--- config.mk ---
export PLATFORM = sky130hd
export DESIGN_NAME = mem_bus_arbiter_flat
export DESIGN_NICKNAME = d
export VERILOG_FILES = /design/src/rtl/mem_bus_arbiter_pkg.sv /design/src/rtl/mem_bus_arbiter_if.sv /design/src/rtl/mem_bus_arbiter_rr_arbiter2.sv /design/src/rtl/mem_bus_arbiter.sv /design/src/flat_wrapper.sv
export SDC_FILE = /design/constraint.sdc
export NUM_CORES = 1
export LEC_CHECK = 0
export CORE_AREA = 10 10 178 180
export CTS_BUF_LIST = sky130_fd_sc_hd__clkbuf_4 sky130_fd_sc_hd__clkbuf_8
export DETAILED_ROUTE_END_ITERATION = 6
export DIE_AREA = 0 0 188 190
export GPL_ROUTABILITY_DRIVEN = 0
export GPL_TIMING_DRIVEN = 0
export SLEW_MARGIN = 20
export SYNTH_ARGS = -nofsm -noshare
export SYNTH_HDL_FRONTEND = slang
export SYNTH_SLANG_ARGS = --single-unit
--- constraint.sdc ---
create_clock -name clk -period 1.9 [get_ports clk]
set_clock_uncertainty 0.1 [all_clocks]
set_input_delay 0.38 -clock clk [delete_from_list [all_inputs] [get_ports clk]]
set_output_delay 0.38 -clock clk [all_outputs]
set_load 0.01 [all_outputs]
--- src/rtl/mem_bus_arbiter_pkg.sv ---
// Shared types and constants for the DRAM-side memory bus and its arbiter.
// The read/write tag encoding is also used by set_cache.
package mem_bus_pkg;

    localparam int BUS_DATA_WIDTH_DEF = 64;
    localparam int BUS_TAG_WIDTH_DEF  = 13;
    localparam int BEATS_DEF          = 8;
    localparam int TAG_RW_BIT         = BUS_TAG_WIDTH_DEF - 1;

    // Tag MSB: 1 = read request, 0 = write request
    localparam logic TAG_READ  = 1'b1;
    localparam logic TAG_WRITE = 1'b0;

    typedef enum logic [1:0] {
        IDLE  = 2'd0,
        ADDR  = 2'd1,
        WDATA = 2'd2,
        RDATA = 2'd3
    } state_e;

    function automatic logic tag_is_read(input logic [BUS_TAG_WIDTH_DEF-1:0] tag);
        return tag[TAG_RW_BIT] == TAG_READ;
    endfunction

endpackage

--- src/rtl/mem_bus_arbiter_if.sv ---
// One memory-bus link: request channel (reqcyc/reqack) and response channel (respcyc/respack).
// Handshake: a beat transfers on a cycle where cyc and ack are both 1; the driver holds
// data/tag stable while cyc=1 and ack=0, and ack may depend combinationally on cyc.
interface mem_bus_if
    import mem_bus_pkg::*;
#(
    parameter int DW = BUS_DATA_WIDTH_DEF,
    parameter int TW = BUS_TAG_WIDTH_DEF
) ();

    logic          reqcyc;
    logic          reqack;
    logic [DW-1:0] req;
    logic [TW-1:0] reqtag;
    logic          respcyc;
    logic          respack;
    logic [DW-1:0] resp;
    logic [TW-1:0] resptag;

    modport master (
        output reqcyc, req, reqtag, respack,
        input  reqack, respcyc, resp, resptag
    );

    modport slave (
        input  reqcyc, req, reqtag, respack,
        output reqack, respcyc, resp, resptag
    );

endinterface

--- src/rtl/mem_bus_arbiter_rr_arbiter2.sv ---
// Two-way round-robin grant: a lone requester wins, a tie goes to the port
// that did not win last time.
module rr_arbiter2 (
    input  logic [1:0] req,
    input  logic       last_grant,
    output logic       gnt_valid,
    output logic       gnt_id
);

    always_comb begin
        gnt_valid = |req;
        gnt_id    = 1'b0;
        if (req == 2'b11) begin
            gnt_id = ~last_grant;
        end else begin
            gnt_id = req[1];
        end
    end

endmodule

--- src/rtl/mem_bus_arbiter.sv ---
// Shares the DRAM bus between the I-cache (s0) and D-cache (s1), holding the grant
// for a whole transaction: one address beat then BEATS data or response beats.
module mem_bus_arbiter
    import mem_bus_pkg::*;
#(
    parameter int BUS_DATA_WIDTH = BUS_DATA_WIDTH_DEF,
    parameter int BUS_TAG_WIDTH  = BUS_TAG_WIDTH_DEF,
    parameter int BEATS          = BEATS_DEF
) (
    input  logic     clk,
    input  logic     reset,
    mem_bus_if.slave  s0,
    mem_bus_if.slave  s1,
    mem_bus_if.master m,
    output logic     stray_resp,
    output state_e   o_dbg_state
);

    localparam int            CW        = $clog2(BEATS) + 1;
    localparam logic [CW-1:0] LAST_BEAT = CW'(BEATS - 1);

    state_e              r_state;
    state_e              w_next_state;
    logic                r_owner;
    logic                r_last_grant;
    logic                r_is_read;
    logic [CW-1:0]       r_cnt;

    logic                w_gnt_valid;
    logic                w_gnt_id;
    logic                w_gnt_is_read;
    logic                w_own_reqcyc;
    logic                w_own_respack;
    logic [BUS_DATA_WIDTH-1:0] w_own_req;
    logic [BUS_TAG_WIDTH-1:0]  w_own_reqtag;
    logic                w_req_fire;
    logic                w_resp_fire;
    logic                w_last;

    rr_arbiter2 u_rr (
        .req        ({s1.reqcyc, s0.reqcyc}),
        .last_grant (r_last_grant),
        .gnt_valid  (w_gnt_valid),
        .gnt_id     (w_gnt_id)
    );

    assign w_gnt_is_read = (w_gnt_id ? s1.reqtag[BUS_TAG_WIDTH-1]
                                     : s0.reqtag[BUS_TAG_WIDTH-1]) == TAG_READ;

    assign w_own_reqcyc  = r_owner ? s1.reqcyc  : s0.reqcyc;
    assign w_own_req     = r_owner ? s1.req     : s0.req;
    assign w_own_reqtag  = r_owner ? s1.reqtag  : s0.reqtag;
    assign w_own_respack = r_owner ? s1.respack : s0.respack;

    // Fire terms are only consulted in the states where their channel is forwarded
    assign w_req_fire  = w_own_reqcyc & m.reqack;
    assign w_resp_fire = m.respcyc & w_own_respack;
    assign w_last      = (r_cnt == LAST_BEAT);

    assign o_dbg_state = r_state;

    always_ff @(posedge clk or negedge reset) begin
        if (!reset) begin
            r_state <= IDLE;
        end else begin
            r_state <= w_next_state;
        end
    end

    always_comb begin
        w_next_state = r_state;
        case (r_state)
            IDLE:    if (w_gnt_valid)            w_next_state = ADDR;
            ADDR:    if (w_req_fire)             w_next_state = r_is_read ? RDATA : WDATA;
            WDATA:   if (w_req_fire && w_last)   w_next_state = IDLE;
            RDATA:   if (w_resp_fire && w_last)  w_next_state = IDLE;
            default:                             w_next_state = IDLE;
        endcase
    end

    always_ff @(posedge clk or negedge reset) begin
        if (!reset) begin
            r_owner      <= 1'b0;
            r_last_grant <= 1'b1;
            r_is_read    <= 1'b0;
            r_cnt        <= '0;
        end else begin
            case (r_state)
                IDLE: begin
                    r_cnt <= '0;
                    if (w_gnt_valid) begin
                        r_owner      <= w_gnt_id;
                        r_last_grant <= w_gnt_id;
                        r_is_read    <= w_gnt_is_read;
                    end
                end
                WDATA: if (w_req_fire)  r_cnt <= w_last ? '0 : r_cnt + 1'b1;
                RDATA: if (w_resp_fire) r_cnt <= w_last ? '0 : r_cnt + 1'b1;
                default: ;
            endcase
        end
    end

    always_comb begin
        m.reqcyc   = 1'b0;
        m.req      = '0;
        m.reqtag   = '0;
        m.respack  = 1'b0;
        s0.reqack  = 1'b0;
        s0.respcyc = 1'b0;
        s0.resp    = '0;
        s0.resptag = '0;
        s1.reqack  = 1'b0;
        s1.respcyc = 1'b0;
        s1.resp    = '0;
        s1.resptag = '0;
        case (r_state)
            ADDR, WDATA: begin
                m.reqcyc = w_own_reqcyc;
                m.req    = w_own_req;
                m.reqtag = w_own_reqtag;
                if (r_owner) s1.reqack = m.reqack;
                else         s0.reqack = m.reqack;
            end
            RDATA: begin
                m.respack = w_own_respack;
                if (r_owner) begin
                    s1.respcyc = m.respcyc;
                    s1.resp    = m.resp;
                    s1.resptag = m.resptag;
                end else begin
                    s0.respcyc = m.respcyc;
                    s0.resp    = m.resp;
                    s0.resptag = m.resptag;
                end
            end
            default: ;
        endcase
        // Gated by reset so every output is low while reset is held
        stray_resp = reset && m.respcyc && (r_state != RDATA);
    end

endmodule
--- src/flat_wrapper.sv ---
// flat-port wrapper written by rule: the top's interface ports become plain ports
module mem_bus_arbiter_flat import mem_bus_pkg::*;
#(
    parameter int BUS_DATA_WIDTH = BUS_DATA_WIDTH_DEF,
    parameter int BUS_TAG_WIDTH  = BUS_TAG_WIDTH_DEF,
    parameter int BEATS          = BEATS_DEF
)
  (clk, reset, stray_resp, o_dbg_state, s0_reqcyc, s0_req, s0_reqtag, s0_respack, s0_reqack, s0_respcyc, s0_resp, s0_resptag, s1_reqcyc, s1_req, s1_reqtag, s1_respack, s1_reqack, s1_respcyc, s1_resp, s1_resptag, m_reqcyc, m_req, m_reqtag, m_respack, m_reqack, m_respcyc, m_resp, m_resptag);
  mem_bus_if s0_i ();
  mem_bus_if s1_i ();
  mem_bus_if m_i ();
  input  logic clk;
  input  logic reset;
  output logic stray_resp;
  output state_e o_dbg_state;
  input wire logic [$bits(s0_i.reqcyc)-1:0] s0_reqcyc;
  input wire logic [$bits(s0_i.req)-1:0] s0_req;
  input wire logic [$bits(s0_i.reqtag)-1:0] s0_reqtag;
  input wire logic [$bits(s0_i.respack)-1:0] s0_respack;
  output wire logic [$bits(s0_i.reqack)-1:0] s0_reqack;
  output wire logic [$bits(s0_i.respcyc)-1:0] s0_respcyc;
  output wire logic [$bits(s0_i.resp)-1:0] s0_resp;
  output wire logic [$bits(s0_i.resptag)-1:0] s0_resptag;
  input wire logic [$bits(s1_i.reqcyc)-1:0] s1_reqcyc;
  input wire logic [$bits(s1_i.req)-1:0] s1_req;
  input wire logic [$bits(s1_i.reqtag)-1:0] s1_reqtag;
  input wire logic [$bits(s1_i.respack)-1:0] s1_respack;
  output wire logic [$bits(s1_i.reqack)-1:0] s1_reqack;
  output wire logic [$bits(s1_i.respcyc)-1:0] s1_respcyc;
  output wire logic [$bits(s1_i.resp)-1:0] s1_resp;
  output wire logic [$bits(s1_i.resptag)-1:0] s1_resptag;
  output wire logic [$bits(m_i.reqcyc)-1:0] m_reqcyc;
  output wire logic [$bits(m_i.req)-1:0] m_req;
  output wire logic [$bits(m_i.reqtag)-1:0] m_reqtag;
  output wire logic [$bits(m_i.respack)-1:0] m_respack;
  input wire logic [$bits(m_i.reqack)-1:0] m_reqack;
  input wire logic [$bits(m_i.respcyc)-1:0] m_respcyc;
  input wire logic [$bits(m_i.resp)-1:0] m_resp;
  input wire logic [$bits(m_i.resptag)-1:0] m_resptag;
  assign s0_i.reqcyc = s0_reqcyc;
  assign s0_i.req = s0_req;
  assign s0_i.reqtag = s0_reqtag;
  assign s0_i.respack = s0_respack;
  assign s0_reqack = s0_i.reqack;
  assign s0_respcyc = s0_i.respcyc;
  assign s0_resp = s0_i.resp;
  assign s0_resptag = s0_i.resptag;
  assign s1_i.reqcyc = s1_reqcyc;
  assign s1_i.req = s1_req;
  assign s1_i.reqtag = s1_reqtag;
  assign s1_i.respack = s1_respack;
  assign s1_reqack = s1_i.reqack;
  assign s1_respcyc = s1_i.respcyc;
  assign s1_resp = s1_i.resp;
  assign s1_resptag = s1_i.resptag;
  assign m_reqcyc = m_i.reqcyc;
  assign m_req = m_i.req;
  assign m_reqtag = m_i.reqtag;
  assign m_respack = m_i.respack;
  assign m_i.reqack = m_reqack;
  assign m_i.respcyc = m_respcyc;
  assign m_i.resp = m_resp;
  assign m_i.resptag = m_resptag;
  mem_bus_arbiter #(.BUS_DATA_WIDTH(BUS_DATA_WIDTH), .BUS_TAG_WIDTH(BUS_TAG_WIDTH), .BEATS(BEATS)) u_core (.clk(clk), .reset(reset), .s0(s0_i), .s1(s1_i), .m(m_i), .stray_resp(stray_resp), .o_dbg_state(o_dbg_state));
endmodule
==> run_results.csv <==
group,metric,value,unit
sta,fin_ws,-0.237,ns
run,drv_cap,0,
setup_path,cp-end-kind,"output port",
cts,htreeDepth,1,
global_routing,grt_max_degree,11,
placement,dp_slack,-1.39,ns
pwr,p_per_area,1440,mW/mm^2
drt,first_pass_iters,4,
sta,slew_violations,0,
placement,port_buffers,478,
logic_synthesis,yosysTopAreaCellShare,26.2,%
final_layout,multi_input_area,0.00336,sq mm
logic_synthesis,async_reset_ff_share,100,%
drt,wl,27.1,mm
cts,clkTransAtPathRegs,0.04,ns
pwr,p_leak,4.70,nW
cts,root_buffer,"clkbuf_8",
setup_path,path_buf_inv,3,
logic_synthesis,syn_nets,665,
placement,hpwl,22.2,mm
floorplan,die_w,188,um
floorplan,pin_count,479,
drt,wl_per_cell,20.6,um
setup_path,startpoint_type,"flip-flop",
global_routing,grt_use_total,13.6,%
final_layout,layout.nets,1174,
global_routing,grt_pass1_wl,37.4,mm
logic_synthesis,synth_warnings,0,
pwr,ir_worst_vdd,1.17,mV
logic_synthesis,synth_cells,421,
setup_path,worstPathCellList,"ha_4 > nor2b_4 > buf_12 > clkbuf_16 > and2_4 > buf_6",
setup_path,reg2reg_slack,-0.13,ns
logic_synthesis,synth-main-ff-cell,"dfrtp_1",
cts,clock_sinks,9,
setup_path,crit_path_top_delay_cell,"dfrtp_2",
setup_path,slowest_delay,0.43,ns
final_layout,area_delta_synth_final,213,%
setup_path,path_max_fanout,9,
setup_path,path_delay_family,"buffers and inverters",
setup_path,worst-r2r-cell-count,7,
global_routing,antenna_found_initial,1,
setup_path,cp.arrival,1.66,ns
cts,cts_tree,"built",
sta,finalCriticalPeriod,2.14,ns
floorplan,dieArea,0.0357,sq mm
logic_synthesis,synth_seq_cells,9,
logic_synthesis,ys_types,32,
cts,clockBufferDepth,2,
cts,ctsHoldBuffers,0,
setup_path,r2r-start,"u_core.o_dbg_state[0]",
logic_synthesis,synth_area_per_cell,7.25,sq um
logic_synthesis,synth_edf_count,0,
sta,period_share,112,%
drt,drc,0,
logic_synthesis,synth-seq-area-share,7.42,%
run_status,outcome,"finished, violations left",
drt,via_per_inst,3.89,
setup_path,cp.required,1.42,ns
global_routing,grt.overflow.total,0,
sta,tns,-38.07,ns
cts,insertion_delay,0.23,ns
drt,postRouteAntennaNets,0,
logic_synthesis,netlist_top_cells_area,"mux2i_1 26%, nor2b_1 16%, and2_1 16%",
setup_path,reg2reg_to,"u_core.o_dbg_state[0]",
sta,hold_slack,0.100,ns
floorplan,start_util,10.8,%
hold_path,hold_class,"input port to async pin",
sta,relSlewSlack,69.3,%
drt,via_count,5117,
sta,finalHoldViolCount,0,
final_layout,seq_area,229,sq um
sta,rsz0062_at_grt,"yes",
setup_path,critPathKind,"flip-flop to output port",
cts,cts_made_buffers,3,
global_routing,first_global_vias,5255,
sta,final-setup-viol-count,244,
run_status,violations,"setup timing",
sta,tightestPinTransition,0.460,ns
floorplan,rows,62,
logic_synthesis,synth_area,0.00305,sq mm
final_layout,fillers,2960,
logic_synthesis,yosys.area.top_type,"mux2i_1",
floorplan,core_area,0.0282,sq mm
drt,drt_iter0_markers,210,
sta,fmax,468,MHz
floorplan,die_height,190,um
final_layout,drive_above_1_share,49.4,%
-- repair_timing --
| item | 4_1_cts | 5_1_grt |
|---|---|---|
| buffers inserted | 9 | 6 |
| gates cloned | 10 | 1 |
| endpoints found under the setup margin | 238 | 244 |
| pin swaps | 55 | 1 |
| resized for setup | 1230 | 167 |
-- registers in the layout, summed over array words and instances (netlist names) --
register / flops
u_core.o_dbg_state: 2
u_core.r_cnt: 4
u_core.r_is_read: 1
u_core.r_last_grant: 1
u_core.r_owner: 1
-- area by class of cell --
class / instances / share of cell area, %
Inverter: 5 / 0.223
Tap cell: 384 / 5.03
Multi-Input combinational cell: 364 / 35.2
Sequential cell: 9 / 2.40
Clock buffer: 4 / 0.511
Buffer: 43 / 7.68
Timing Repair Buffer: 504 / 49.0
Antenna cell: 1 / 0.0262
-- metrics by stage --
step	cells	util (%)	area [sq um]	power, mW
after floorplan	421	-	3060	4.73
after global placement	1283	29.5	8320	10.1
after detailed placement	1283	29.5	8320	10.1
after CTS	1306	31.6	8930	12.3
after global routing	1314	33.8	9540	14.6
final	1314	33.8	9540	13.8
-- Yosys cell counts (all sizes together) (4+ instances only) --
master,n
mux2i,80
nor2b,80
and2,79
and3,79
clkbuf,34
buf,9
dfrtp,8
nor2,8
a21oi,5
ha,5
inv,5
nand2,4
-- cells by family after synthesis --
logic type | count (synthesis) | synth area share (%)
adder cells (fa/ha/maj) | 5 | 2.05
AND/OR/NAND/NOR | 260 | 52.5
multiplexers | 81 | 26.6
flip-flops | 9 | 7.42
buffers and inverters | 48 | 6.35
AO/OA/AOI/OAI | 18 | 5.08
-- power by group --
part | switching [mW] | internal (mW) | total (mW)
clock | 0.0773 | 0.161 | 0.238
sequential | 0.0800 | 0.276 | 0.356
combinational | 5.65 | 7.52 | 13.2
-- worst max path at each step --
stage | cells after the start | slack (ns) | from | end
2_1_floorplan | 5 | 0.008 | u_core.o_dbg_state[0] | s0_resp[55]
3_3_place_gp | 5 | -1.33 | u_core.o_dbg_state[0] | m_req[57]
3_5_place_dp | 5 | -1.39 | u_core.o_dbg_state[1] | m_req[57]
4_1_cts | 6 | -0.23 | u_core.o_dbg_state[1] | m_req[55]
5_1_grt | 6 | -0.29 | u_core.o_dbg_state[1] | m_req[55]
6_report | 6 | -0.24 | u_core.o_dbg_state[0] | s0_resp[10]
-- cells in the final DEF (no fill, tap or decap), drive strengths merged, types with 2 or more instances in the layout --
| master | netlist | layout |
|---|---|---|
| a21oi | 5 | 5 |
| clkdlybuf4s15 | 0 | 12 |
| o41ai | 2 | 2 |
| dfrtp | 8 | 8 |
| inv | 5 | 5 |
| nand2 | 4 | 4 |
| nor2 | 8 | 8 |
| a31oi | 3 | 3 |
| nand3b | 2 | 2 |
| o31ai | 2 | 2 |
| mux2i | 80 | 80 |
| o21ai | 3 | 3 |
| and3 | 79 | 79 |
| and2 | 79 | 79 |
| buf | 9 | 262 |
| or2 | 2 | 2 |
| clkbuf | 34 | 37 |
| ha | 5 | 5 |
| clkdlybuf4s50 | 0 | 239 |
| nor2b | 80 | 80 |
-- layer usage --
| metal | vias to the layer above | track usage, % | part of all wire [%] |
|---|---|---|---|
| met5 | - | 0 | 0 |
| met4 | 0 | 1.05 | 0.73 |
| met3 | 12 | 3.26 | 7.4 |
| met2 | 218 | 24.8 | 53 |
| met1 | 2432 | 16.4 | 39 |
| li1 | 2455 | - | - |
(Power assumes the default switching activity.)
